==> config.mk <==
export PLATFORM = sky130hd
export DESIGN_NAME = spi_flash_arbiter
export DESIGN_NICKNAME = d
export VERILOG_FILES = /design/src/rtl/spi_flash_arbiter.sv
export SDC_FILE = /design/constraint.sdc
export NUM_CORES = 1
export LEC_CHECK = 0
export BUFFER_PORTS_ARGS = -buffer_cell sky130_fd_sc_hd__buf_2
export CORE_MARGIN = 2
export CORE_UTILIZATION = 49
export CTS_BUF_LIST = sky130_fd_sc_hd__clkbuf_16
export CTS_CLUSTER_SIZE = 20
export DETAILED_ROUTE_END_ITERATION = 6
export GPL_TIMING_DRIVEN = 1
export PLACE_DENSITY = 0.89
export SLEW_MARGIN = 20
export SYNTH_ARGS = -nofsm -noshare
export SYNTH_HDL_FRONTEND = slang
export SYNTH_SLANG_ARGS = --single-unit
==> constraint.sdc <==
create_clock -name clk -period 5 [get_ports clk]
set_input_delay 1.25 -clock clk [delete_from_list [all_inputs] [get_ports clk]]
set_output_delay 1.25 -clock clk [all_outputs]
set_load 0.02 [all_outputs]
==> src/rtl/spi_flash_arbiter.sv <==
// Arbitrates a single spi_flash_top between a 32-bit XIP fetch port and a byte command port.
// Define SPI_FLASH_ARB_WP_EN to reject program/erase below WP_TOP.
module spi_flash_arbiter #(
  parameter bit          IFETCH_PRIO = 1'b0,
  parameter logic [23:0] WP_TOP      = 24'h010000
) (
  input  logic        clk,
  input  logic        rst_n,
  input  logic        ifetch_req,
  input  logic [23:0] ifetch_addr,
  output logic [31:0] ifetch_rdata,
  output logic        ifetch_ack,
  input  logic        cmd_req,
  input  logic [1:0]  cmd_op,
  input  logic [23:0] cmd_addr,
  input  logic [7:0]  cmd_wdata,
  output logic [7:0]  cmd_rdata,
  output logic        cmd_ack,
  output logic        cmd_err,
  output logic        flash_read,
  output logic        flash_write,
  output logic        flash_sector_erase,
  output logic [23:0] flash_read_addr,
  output logic [23:0] flash_write_addr,
  output logic [23:0] flash_sector_addr,
  output logic [7:0]  flash_write_data_in,
  output logic [8:0]  flash_read_size,
  output logic [8:0]  flash_write_size,
  input  logic        flash_read_ack,
  input  logic        flash_write_ack,
  input  logic        flash_sector_erase_ack,
  input  logic        flash_write_data_req,
  input  logic [7:0]  flash_read_data_out,
  input  logic        flash_read_data_valid
);

  // state    | meaning
  // S_IDLE   | sample requests, latch operands of the granted port
  // S_FETCH  | 4-byte flash read, bytes packed little-endian
  // S_CMD_RD | 1-byte flash read
  // S_CMD_PP | 1-byte program
  // S_CMD_SE | sector erase
  // S_DONE   | schedule the one-cycle ack to the granted port
  typedef enum logic [2:0] {
    S_IDLE, S_FETCH, S_CMD_RD, S_CMD_PP, S_CMD_SE, S_DONE
  } state_t;

`ifdef SPI_FLASH_ARB_WP_EN
  localparam bit WP_EN = 1'b1;
`else
  localparam bit WP_EN = 1'b0;
`endif

  state_t      state_q, state_d;
  logic        last_cmd_q, grant_cmd_q, err_q;
  logic [23:0] addr_q;
  logic [7:0]  wdata_q, rbyte_q;
  logic [31:0] word_q;
  logic [1:0]  cnt_q;
  logic        take_fetch, take_cmd, wp_hit, cmd_reject;

  // The ack cycle is spent in S_IDLE; requests seen there belong to the finished transfer.
  always_comb begin
    take_fetch = 1'b0;
    take_cmd   = 1'b0;
    if (state_q == S_IDLE && !(ifetch_ack || cmd_ack)) begin
      if (ifetch_req && cmd_req) begin
        if (IFETCH_PRIO || last_cmd_q) take_fetch = 1'b1;
        else                           take_cmd   = 1'b1;
      end else if (ifetch_req) begin
        take_fetch = 1'b1;
      end else if (cmd_req) begin
        take_cmd = 1'b1;
      end
    end
  end

  assign wp_hit = WP_EN &&
                  (((cmd_op == 2'd1) && (cmd_addr < WP_TOP)) ||
                   ((cmd_op == 2'd2) && ({cmd_addr[23:12], 12'h000} < WP_TOP)));
  assign cmd_reject = (cmd_op == 2'd3) || wp_hit;

  always_ff @(posedge clk or negedge rst_n) begin
    if (!rst_n) state_q <= S_IDLE;
    else        state_q <= state_d;
  end

  always_comb begin
    state_d            = state_q;
    flash_read         = 1'b0;
    flash_write        = 1'b0;
    flash_sector_erase = 1'b0;
    flash_read_size    = 9'd1;
    case (state_q)
      S_IDLE: begin
        if (take_fetch) begin
          state_d = S_FETCH;
        end else if (take_cmd) begin
          if (cmd_reject)          state_d = S_DONE;
          else if (cmd_op == 2'd0) state_d = S_CMD_RD;
          else if (cmd_op == 2'd1) state_d = S_CMD_PP;
          else                     state_d = S_CMD_SE;
        end
      end
      S_FETCH: begin
        flash_read      = 1'b1;
        flash_read_size = 9'd4;
        if (flash_read_ack) state_d = S_DONE;
      end
      S_CMD_RD: begin
        flash_read = 1'b1;
        if (flash_read_ack) state_d = S_DONE;
      end
      S_CMD_PP: begin
        flash_write = 1'b1;
        if (flash_write_ack) state_d = S_DONE;
      end
      S_CMD_SE: begin
        flash_sector_erase = 1'b1;
        if (flash_sector_erase_ack) state_d = S_DONE;
      end
      S_DONE:  state_d = S_IDLE;
      default: state_d = S_IDLE;
    endcase
  end

  always_ff @(posedge clk or negedge rst_n) begin
    if (!rst_n) begin
      last_cmd_q  <= 1'b1;
      grant_cmd_q <= 1'b0;
      err_q       <= 1'b0;
      addr_q      <= '0;
      wdata_q     <= '0;
      rbyte_q     <= '0;
      word_q      <= '0;
      cnt_q       <= '0;
      ifetch_ack  <= 1'b0;
      cmd_ack     <= 1'b0;
      cmd_err     <= 1'b0;
    end else begin
      if (take_fetch) begin
        addr_q      <= ifetch_addr & 24'hFFFFFC;
        grant_cmd_q <= 1'b0;
        last_cmd_q  <= 1'b0;
        err_q       <= 1'b0;
        cnt_q       <= '0;
      end else if (take_cmd) begin
        addr_q      <= cmd_addr;
        wdata_q     <= cmd_wdata;
        grant_cmd_q <= 1'b1;
        last_cmd_q  <= 1'b1;
        err_q       <= cmd_reject;
      end
      if (state_q == S_FETCH && flash_read_data_valid) begin
        word_q[{cnt_q, 3'b000} +: 8] <= flash_read_data_out;
        cnt_q <= cnt_q + 2'd1;
      end
      if (state_q == S_CMD_RD && flash_read_data_valid) rbyte_q <= flash_read_data_out;
      ifetch_ack <= (state_q == S_DONE) && !grant_cmd_q;
      cmd_ack    <= (state_q == S_DONE) && grant_cmd_q;
      cmd_err    <= (state_q == S_DONE) && grant_cmd_q && err_q;
    end
  end

  assign ifetch_rdata        = word_q;
  assign cmd_rdata           = rbyte_q;
  assign flash_read_addr     = addr_q;
  assign flash_write_addr    = addr_q;
  assign flash_sector_addr   = {addr_q[23:12], 12'h000};
  assign flash_write_data_in = wdata_q;
  assign flash_write_size    = 9'd1;

endmodule
---- Word-level counts from Yosys, hierarchy flattened ----
Cells that the tools add are included.
W data, S select, Z words.
storage, ports and cells
  bits in registers ....................... 83
  bits of input ports ..................... 75
operators by class
  add/subtract/negate cells ............... 2
  eq/ne operators ......................... 11
  shift operators ......................... 2
  muxes and demuxes ....................... 31
  bitwise gates (word level) .............. 1
  reduce and logical (&&, ||, !) cells .... 17
operator list
  operator                  count
  $mux W24                  2
  $bwmux W32                1
  $shift A8 B7 Y32 const A  1
  $shiftx A8 B7 Y32         1
  $mux W3                   9
  $mux W1                   16
  $pmux W3 S4               1
  $logic_and A1 B1 Y1       7
  $neg A5 Y7                1
  $eq A3 B2 Y1 const B      2
  $eq A3 B3 Y1 const B      2
  $mux W2                   2
  $ne A2 B2 Y1 const B      2
  $reduce_and A4 Y1         1
  $reduce_bool A2 Y1        2
  $eq A3 B1 Y1 const B      1
  $logic_not A3 Y1          1
  $ne A3 B3 Y1 const B      1
  $add A2 B1 Y2 const B     1
  $eq A2 B1 Y1 const B      1
  $eq A2 B2 Y1 const B      1
  $logic_not A1 Y1          2
  $logic_not A2 Y1          1
  $ne A2 B1 Y1 const B      1
  other kinds (4)           4

---- Depth between registers and ports, before layout ----
Gate-level depths: netlist (run 1).
  depth after elaboration ................. 7
  depth in mapped cells ................... 7

---- Worst setup path after synthesis (run 1) ----
No wires, ideal clock.
  path type ............................... reg2out
  start ................................... register state_q[2]
  end ..................................... output flash_read_size[0]
  arrival time ............................ 1.242 ns
  data required time ...................... 3.750 ns
  setup slack ............................. 2.508 ns
  stages on the path, launching flop included .. 5
  buffers on the path ..................... 2
  path through ............................ dfrtp_1 -> buf_2 -> clkbuf_1 -> nor2b_1 -> inv_1
on the way
  cells in the longest elaborated chain, start to end .. 2
ends and longest elaborated chain
  what                      RTL line  source
  start: declaration        54        state_t state_q, state_d;
  start signal: assignment  85        else state_q <= state_d;
  $eq A3 B1 Y1              94        case (state_q)
  $mux W3                   94
  end: declaration          27        output logic [8:0] flash_read_size,
Every way passes these cells.

---- Worst setup path after layout (run 1) ----
  start ................................... register state_q[0]
  end ..................................... output flash_read_size[0]
Same word-level chain as after synthesis.

==> out/qor.log, run 1 <==
qor: power_and_ir_drop.internal_power 2.01 mW
qor: min_path.hold_class reg -> reg
qor: setup_path.critical-path-top-cell-by-count sky130_fd_sc_hd__nor2b_1
qor: power_and_ir_drop.vdd_ir_drop_max 0.391 mV
qor: detailed_routing.route.met3.wl 656 um
qor: logic_synthesis.combinational_family_with_the_most_area_after_synthesis simple AND/OR/NAND/NOR gates
qor: power_and_ir_drop.swShare 0.442
qor: cells_and_area.final_antenna_diode_count 0
qor: setup_path.critPathRequiredTime 3750 ps
qor: logic_synthesis.synthXorXnorAreaFrac 0.00210
qor: logic_synthesis.yosysMostFrequentCell sky130_fd_sc_hd__nand2_1
qor: global_routing.grt_first_pass_wirelength 14.2 mm
qor: setup_path.cp_launch_type flip-flop
qor: floorplan.top_level_ports 219
qor: global_routing.maximum_number_of_pins_on_one_net_before_global_route_repair 84
qor: clocking.postCtsSetupRepairBufs 0
qor: detailed_routing.met1Wirelength 3.85 mm
qor: logic_synthesis.syn_avg_cell_area 9.50 um^2
qor: clocking.cts.path.max_buffers 2
qor: clocking.cts.repair.resized 0
qor: setup_path.timing.critical_path.arrival 1710 ps
qor: run_status.status finished, final reports clean
qor: power_and_ir_drop.power_frac_comb 0.466
qor: sta.final-hold-violation-count 0
qor: sta.drv_slew 0
qor: detailed_routing.final_antenna_net_count 0
qor: detailed_routing.met2_length 5.31 mm
qor: clocking.cts-hold-fix-buffers 0
qor: global_routing.overflow 0
qor: logic_synthesis.post_synth_instance_area 4180 um^2
qor: floorplan.dieArea 9280 um^2
qor: floorplan.placement_rows 33
qor: logic_synthesis.synth-main-ff-cell sky130_fd_sc_hd__dfrtp_1
qor: placement.hpwl 7.61 mm
qor: floorplan.fp.coreArea 8260 um^2
qor: placement.placement_cell_area 4780 um^2
qor: setup_path.critPathCaptureType primary output
qor: placement.pre_cts_ws 2400 ps
qor: logic_synthesis.yosysWarningCount 0
qor: sta.timing.max_slew.rel_slack 0.415
qor: cells_and_area.layout.cell_area.non_filler 5130 um^2
qor: sta.slew_at_the_pin_with_the_worst_max_slew_slack 875 ps
qor: logic_synthesis.synth_async_sr_flop_share 1.00
qor: sta.fmax 0.338 GHz
qor: cells_and_area.share_of_layout_cells_above_drive_strength_1 0.377
qor: sta.final.setup.worst_slack 2040 ps
qor: detailed_routing.routed_length_per_instance 14.3 um
qor: sta.finalCritPeriodShare 0.592
qor: power_and_ir_drop.power.switching 1.59 mW
qor: placement.buffer_ports.inserted 187
qor: sta.fin_skew 7.11 ps
qor: cells_and_area.area.growth.synth_to_final 22.8%
qor: flow_run.max_cap_viol_count 0
qor: detailed_routing.detail_route.first_pass.iterations 5
qor: placement.finalWeightedCongestion 0.785
qor: detailed_routing.avgViaCountPerCell 4.94
qor: power_and_ir_drop.p_leak 2.88 nW
qor: logic_synthesis.yosysUniqueCellTypes 40
qor: sta.setup_viol 0
qor: logic_synthesis.count_of_flip_flops_with_a_built_in_enable_after_synthesis 0
qor: cells_and_area.number_of_fillers_in_the_final_layout 698
qor: clocking.cts_max_level 3
qor: logic_synthesis.synthSimpleGateAreaFrac 0.167
qor: clocking.clk_latency 320 ps
qor: power_and_ir_drop.relative_contribution_of_sequential_cells_to_total_power 0.322
qor: logic_synthesis.postSynthCellCount 440
qor: detailed_routing.route.top_layer_used met4
qor: logic_synthesis.ys_top_cells_by_count sky130_fd_sc_hd__nand2_1, sky130_fd_sc_hd__dfrtp_1, sky130_fd_sc_hd__buf_4
qor: sta.setup-tns-final 0 ps
qor: clocking.clkTransAtPathRegs 60 ps
qor: cells_and_area.utilization 0.622
qor: power_and_ir_drop.cellPowerDensity 701 nW/um^2
qor: detailed_routing.remaining_drcs 0
qor: setup_path.critical_path.max_stage_delay 680 ps
qor: clocking.cts_inserted_buffers 9
qor: clocking.cts_root_buf sky130_fd_sc_hd__clkbuf_16
qor: logic_synthesis.synth_area_leaders sky130_fd_sc_hd__dfrtp_1, sky130_fd_sc_hd__buf_4, sky130_fd_sc_hd__nand2_1, sky130_fd_sc_hd__o21ai_0, sky130_fd_sc_hd__mux2i_1
qor: setup_path.critical_path_peak_fanout 16
qor: sta.setup_repair_after_global_routing_missed_its_margin false
qor: cells_and_area.final_net_count 664
qor: global_routing.grt_pass1_vias 2955
qor: logic_synthesis.compound_gate_fraction_of_synth_area 0.0943
qor: clocking.cts_sinks 83
qor: floorplan.die_x 96.4 um
qor: power_and_ir_drop.clkPwrFrac 0.211
qor: cells_and_area.fin_cells 694
qor: global_routing.number_of_antenna_violations_at_the_first_check_in_global_routing 0
qor: logic_synthesis.ys_seq_area_frac 0.497
qor: setup_path.path_cells nor2b_1, nor2b_1, inv_1, buf_2
qor: detailed_routing.detailedRoute.firstIterationViolations 139
qor: detailed_routing.detail_route.wirelength 9.94 mm
qor: floorplan.starting_density_of_the_core 0.506
qor: logic_synthesis.synthesized_area_fraction_occupied_by_adder_cells 0.0150
qor: detailed_routing.via_count 3426
qor: floorplan.die_height 96.4 um
qor: global_routing.grtUsageTotal 0.201
qor: setup_path.cpMaxStageDelayCell sky130_fd_sc_hd__dfrtp_1
qor: setup_path.setup.worst_path.class reg -> out
qor: sta.timing.final.crit_period 2960 ps
qor: clocking.tritoncts built
qor: placement.dpl.cell_count 678
qor: logic_synthesis.postSynthRegisterBits 83
qor: logic_synthesis.post_synth_mux_area_share 0.0766
qor: logic_synthesis.synth.largest_area_cell sky130_fd_sc_hd__dfrtp_1
qor: logic_synthesis.synth_largest_type_area_fraction 0.491
## critical path, delay by kind of cell (launching register included)
family / cells / cell delay, ps
buf+inv: 2 / 200
flops: 1 / 680
simple gates: 2 / 500
## cell usage in the layout (no fill, tap or decap), drive strengths merged, types with 3 or more instances in the layout
cell type | synthesis | routed
nand2 | 129 | 129
mux2 | 8 | 8
mux2i | 23 | 23
clkbuf | 5 | 9
o21ai | 59 | 59
dfrtp | 82 | 82
bufinv | 0 | 3
inv | 4 | 6
nor2b | 3 | 3
nor2 | 8 | 8
ha | 5 | 5
conb | 2 | 28
nor3b | 4 | 4
buf | 79 | 191
## registers in the layout (all words and copies together), names as in the netlist, 2 cells and up
signal               cells
ifetch_rdata            32
flash_read_addr         24
cmd_rdata                8
flash_write_data_in      8
state_q                  3
cnt_q                    2
## per-layer routing
metal | up-vias | GRT usage
met5 | - | 0
met3 | 8 | 0.0478
met1 | 1627 | 0.249
met4 | 0 | 0.0634
met2 | 138 | 0.347
li1 | 1653 | -
## cell families (layout without fill, tap and decap cells)
logic type,Yosys count,in the layout
multiplexers,31,31
AO/OA/AOI/OAI,71,71
buffers and inverters,88,211
other,2,28
AND/OR/NAND/NOR,159,159
flip-flops,83,83
adder cells (fa/ha/maj),5,5
XOR/XNOR,1,1
## per-stage QoR
stage	power [mW]	hold slack, ps
detailed placement	2.86	436
floorplan	2.49	414
global route	3.86	470
finish	3.60	441
global placement	2.79	428
CTS	3.63	444
## layout make-up
| type | instances | area, um^2 | share of cell area |
|---|---|---|---|
| clock buffer | 9 | 225 | 0.0439 |
| clock inverter | 7 | 124 | 0.0241 |
| inverter | 4 | 15.0 | 0.00292 |
| multi-input combinational | 295 | 1590 | 0.309 |
| sequential | 83 | 2080 | 0.405 |
| tap | 105 | 131 | 0.0256 |
| timing repair buffer | 191 | 972 | 0.189 |
## final timing paths
kind	start	to	slack, ps	cells past startpoint
setup / recovery	state_q[0]	flash_read_size[0]	2040	4
hold / removal	grant_cmd_q	ifetch_ack	440	1
setup reg to reg	cnt_q[0]	ifetch_rdata[2]	2940	5
hold reg to reg	grant_cmd_q	ifetch_ack	440	1
max in group asynchronous	rst_n	cmd_rdata[2]	3540	1
min in group asynchronous	rst_n	flash_read_addr[4]	970	1
## power groups by stage
stage / clock [mW] / sequential, mW / combinational, mW
6_report: 0.759 / 1.16 / 1.68
2_1_floorplan: 0 / 1.41 / 1.08
3_5_place_dp: 0 / 1.17 / 1.69
5_1_grt: 0.811 / 1.20 / 1.85
4_1_cts: 0.771 / 1.16 / 1.69
3_3_place_gp: 0 / 1.15 / 1.64
Note: power is estimated with default switching activity, not from simulation.
==> run 2: changes to the inputs <==
--- a/config.mk
+++ b/config.mk
@@ -5,14 +5,15 @@
 export SDC_FILE = /design/constraint.sdc
 export NUM_CORES = 1
 export LEC_CHECK = 0
+export ABC_AREA = 1
 export BUFFER_PORTS_ARGS = -buffer_cell sky130_fd_sc_hd__buf_2
 export CORE_MARGIN = 2
-export CORE_UTILIZATION = 49
+export CORE_UTILIZATION = 46
 export CTS_BUF_LIST = sky130_fd_sc_hd__clkbuf_16
 export CTS_CLUSTER_SIZE = 20
 export DETAILED_ROUTE_END_ITERATION = 6
 export GPL_TIMING_DRIVEN = 1
-export PLACE_DENSITY = 0.89
+export PLACE_DENSITY = 0.83
 export SLEW_MARGIN = 20
 export SYNTH_ARGS = -nofsm -noshare
 export SYNTH_HDL_FRONTEND = slang
==> constraint.sdc (replaced) <==
create_clock -name clk -period 3 [get_ports clk]
set_input_delay 0.75 -clock clk [delete_from_list [all_inputs] [get_ports clk]]
set_output_delay 0.75 -clock clk [all_outputs]
set_load 0.02 [all_outputs]
==> run 2 against run 1 <==
  * Setup slack lost 1200 ps
  * Hold slack got worse by 26 ps
  * Wire length up 11%
  * Critical path depth grew 3
  * Sequential share of layout area fell by 1.4 points
  * Core utilization decreased by 4.6 points
  * Sequential cell count unchanged
  * Clock power grew 41%
  * Register-to-register slack worse by 2100 ps
  * Via count is 13% higher
  * Largest cell class unchanged
  * Largest power group unchanged
==> out/qor.log, run 2 <==
qor: placement.pre_cts_ws 775 ps [was 2400 ps]
qor: clocking.clk_latency 330 ps [was 320 ps]
qor: logic_synthesis.count_of_flip_flops_with_a_built_in_enable_after_synthesis 0 [unchanged]
qor: logic_synthesis.synth_async_sr_flop_share 1.00 [unchanged]
qor: clocking.cts-hold-fix-buffers 0 [unchanged]
qor: sta.slew_at_the_pin_with_the_worst_max_slew_slack 836 ps [was 875 ps]
qor: global_routing.number_of_antenna_violations_at_the_first_check_in_global_routing 0 [unchanged]
qor: logic_synthesis.synthXorXnorAreaFrac 0 [was 0.00210]
qor: detailed_routing.detail_route.wirelength 11.0 mm [was 9.94 mm]
qor: logic_synthesis.synth_area_leaders sky130_fd_sc_hd__dfrtp_1, sky130_fd_sc_hd__nand2_1, sky130_fd_sc_hd__buf_4, sky130_fd_sc_hd__inv_1, sky130_fd_sc_hd__nand3_1 [was sky130_fd_sc_hd__dfrtp_1, sky130_fd_sc_hd__buf_4, sky130_fd_sc_hd__nand2_1, sky130_fd_sc_hd__o21ai_0, sky130_fd_sc_hd__mux2i_1]
qor: setup_path.path_cells clkinv_1, ha_1, inv_1, nor2_1, buf_4, nand2_1, o21ai_0 [was nor2b_1, nor2b_1, inv_1, buf_2]
qor: logic_synthesis.syn_avg_cell_area 8.14 um^2 [was 9.50 um^2]
qor: power_and_ir_drop.p_leak 3.22 nW [was 2.88 nW]
qor: sta.finalCritPeriodShare 0.733
qor: global_routing.grt_first_pass_wirelength 17.2 mm [was 14.2 mm]
qor: cells_and_area.max_ffs_per_register 32 [unchanged]
qor: detailed_routing.final_antenna_net_count 0 [unchanged]
qor: logic_synthesis.ys_seq_area_frac 0.473 [was 0.497]
qor: cells_and_area.final_net_count 766 [was 664]
qor: detailed_routing.remaining_drcs 0 [unchanged]
qor: cells_and_area.final_antenna_diode_count 0 [unchanged]
qor: logic_synthesis.ys_top_cells_by_count sky130_fd_sc_hd__nand2_1, sky130_fd_sc_hd__dfrtp_1, sky130_fd_sc_hd__buf_4 [unchanged]
qor: setup_path.setup.worst_path.class reg -> reg [was reg -> out]
qor: floorplan.starting_density_of_the_core 0.476 [was 0.506]
qor: sta.final-hold-violation-count 0 [unchanged]
qor: floorplan.die_x 102 um [was 96.4 um]
qor: floorplan.die_height 102 um [was 96.4 um]
qor: setup_path.timing.critical_path.arrival 2440 ps [was 1710 ps]
qor: clocking.cts_inserted_buffers 9 [unchanged]
qor: logic_synthesis.synth-main-ff-cell sky130_fd_sc_hd__dfrtp_1 [unchanged]
qor: floorplan.fp.coreArea 9240 um^2 [was 8260 um^2]
qor: placement.hpwl 8.10 mm [was 7.61 mm]
qor: cells_and_area.layout_commonest_cell sky130_fd_sc_hd__buf_2 [unchanged]
qor: sta.timing.final.crit_period 2200 ps
qor: clocking.postCtsSetupRepairBufs 0 [unchanged]
qor: cells_and_area.share_of_layout_cells_above_drive_strength_1 0.326 [was 0.377]
qor: clocking.cts_max_level 3 [unchanged]
qor: cells_and_area.layout.cell_area.non_filler 5320 um^2 [was 5130 um^2]
qor: logic_synthesis.compound_gate_fraction_of_synth_area 0.0760 [was 0.0943]
qor: floorplan.dieArea 10400 um^2 [was 9280 um^2]
qor: global_routing.grt_pass1_vias 3566 [was 2955]
qor: clocking.cts.repair.resized 0 [unchanged]
qor: logic_synthesis.postSynthRegisterBits 83 [unchanged]
qor: logic_synthesis.synth_largest_type_area_fraction 0.467 [was 0.491]
qor: logic_synthesis.yosysUniqueCellTypes 28 [was 40]
qor: setup_path.critical_path.max_stage_delay 580 ps [was 680 ps]
qor: sta.timing.max_slew.rel_slack 0.441 [was 0.415]
qor: floorplan.top_level_ports 219 [unchanged]
qor: global_routing.maximum_number_of_pins_on_one_net_before_global_route_repair 84 [unchanged]
qor: clocking.cts_sinks 83 [unchanged]
qor: logic_synthesis.post_synth_mux_area_share 0.0205 [was 0.0766]
qor: run_status.status finished, final reports clean [unchanged]
qor: floorplan.placement_rows 35 [was 33]
qor: sta.fin_skew 9.93 ps [was 7.11 ps]
qor: min_path.hold_class reg -> reg [unchanged]
qor: cells_and_area.mostFrequentLayoutCells sky130_fd_sc_hd__buf_2, sky130_fd_sc_hd__nand2_1, sky130_fd_sc_hd__dfrtp_1, sky130_fd_sc_hd__inv_1, sky130_fd_sc_hd__nor2_1 [was sky130_fd_sc_hd__buf_2, sky130_fd_sc_hd__nand2_1, sky130_fd_sc_hd__dfrtp_1, sky130_fd_sc_hd__o21ai_0, sky130_fd_sc_hd__conb_1]
qor: sta.final.setup.worst_slack 800 ps [was 2040 ps]
qor: logic_synthesis.synthesized_area_fraction_occupied_by_adder_cells 0.0142 [was 0.0150]
qor: sta.setup_repair_after_global_routing_missed_its_margin false [unchanged]
qor: clocking.cts_root_buf sky130_fd_sc_hd__clkbuf_16 [unchanged]
qor: power_and_ir_drop.vdd_ir_drop_max 0.583 mV [was 0.391 mV]
qor: sta.setup_viol 0 [unchanged]
qor: setup_path.critical_path_peak_fanout 13 [was 16]
qor: logic_synthesis.post_synth_instance_area 4400 um^2 [was 4180 um^2]
qor: power_and_ir_drop.cellPowerDensity 1130 nW/um^2 [was 701 nW/um^2]
qor: setup_path.cpMaxStageDelayCell sky130_fd_sc_hd__dfrtp_1 [unchanged]
qor: logic_synthesis.synth.largest_area_cell sky130_fd_sc_hd__dfrtp_1 [unchanged]
qor: sta.fmax 0.454 GHz
qor: sta.final.hold.worst_slack 415 ps [was 441 ps]
qor: placement.buffer_ports.inserted 187 [unchanged]
qor: logic_synthesis.yosysWarningCount 0 [unchanged]
qor: global_routing.overflow 0 [unchanged]
qor: sta.drv_slew 0 [unchanged]
qor: setup_path.cp_launch_type flip-flop [unchanged]
qor: detailed_routing.via_count 3886 [was 3426]
qor: sta.setup-tns-final 0 ps [unchanged]
qor: placement.finalWeightedCongestion 0.858 [was 0.785]
qor: global_routing.grtUsageTotal 0.210 [was 0.201]
qor: detailed_routing.avgViaCountPerCell 4.74 [was 4.94]
qor: setup_path.critPathRequiredTime 3240 ps [was 3750 ps]
qor: detailed_routing.detail_route.first_pass.iterations 4 [was 5]
qor: placement.placement_cell_area 5030 um^2 [was 4780 um^2]
qor: logic_synthesis.postSynthCellCount 540 [was 440]
qor: clocking.cts.path.max_buffers 2 [unchanged]
qor: cells_and_area.number_of_fillers_in_the_final_layout 836 [was 698]
qor: detailed_routing.routed_length_per_instance 13.5 um [was 14.3 um]
qor: cells_and_area.area.growth.synth_to_final 21.0% [was 22.8%]
qor: flow_run.max_cap_viol_count 0 [unchanged]
qor: logic_synthesis.synthSimpleGateAreaFrac 0.235 [was 0.167]
qor: setup_path.critPathCaptureType flip-flop [was primary output]
qor: detailed_routing.detailedRoute.firstIterationViolations 125 [was 139]
qor: clocking.clkTransAtPathRegs 70 ps [was 60 ps]
qor: clocking.tritoncts built [unchanged]
qor: logic_synthesis.yosysMostFrequentCell sky130_fd_sc_hd__nand2_1 [unchanged]
qor: logic_synthesis.combinational_family_with_the_most_area_after_synthesis simple AND/OR/NAND/NOR gates [unchanged]
qor: setup_path.timing.critical_path.max_delay_family buffers and inverters [was flip-flops]
qor: setup_path.critPathBufInv 3 [was 2]
==> run 2: cells by family (layout without fill, tap and decap cells) <==
family / count (synthesis) / after routing
simple gates: 244 / 244
compound gates: 64 / 64
buf+inv: 134 / 259
flops: 83 / 83
fa+ha+maj: 5 / 5
mux: 8 / 8
other cells: 2 / 28
==> run 2: where the power goes <==
group          switching [mW]  internal [mW]  leakage, nW
registers               0.328           1.58         1.08
logic                    2.12          0.934         2.00
clock network           0.439          0.634        0.135
total                    2.88           3.14         3.22
==> run 2: routing by layer <==
layer	routed length [um]	part of all wire	track usage
met3	742	0.067	0.0504
met4	176	0.016	0.0676
met5	0	0	0
met1	4460	0.40	0.261
met2	5660	0.51	0.361
==> run 2: layout make-up <==
class | count | area [um^2] | area share
Clock inverter | 7 | 60.1 | 0.0113
Tap cell | 129 | 161 | 0.0303
Sequential cell | 83 | 2080 | 0.391
Clock buffer | 9 | 225 | 0.0423
Inverter | 52 | 195 | 0.0367
Timing Repair Buffer | 191 | 972 | 0.183
Multi-Input combinational cell | 349 | 1630 | 0.306
==> run 2: final timing paths <==
path | start | endpoint | slack, ps | cells after the start
worst max register to register | cnt_q[0] | ifetch_rdata[12] | 800 | 7
max in group asynchronous | rst_n | flash_read_addr[18] | 2010 | 1
worst min register to register | grant_cmd_q | ifetch_ack | 410 | 1
min in group asynchronous | rst_n | ifetch_rdata[27] | 480 | 1
worst max-delay path | cnt_q[0] | ifetch_rdata[12] | 800 | 7
worst min-delay path | grant_cmd_q | ifetch_ack | 410 | 1
==> run 2: per-stage QoR <==
step,std cells,power [mW],utilization
floorplan,566,4.30,-
global placement,804,4.90,0.544
detailed placement,804,4.99,0.544
CTS,820,6.08,0.575
global route,820,6.50,0.576
finish,820,6.03,0.576
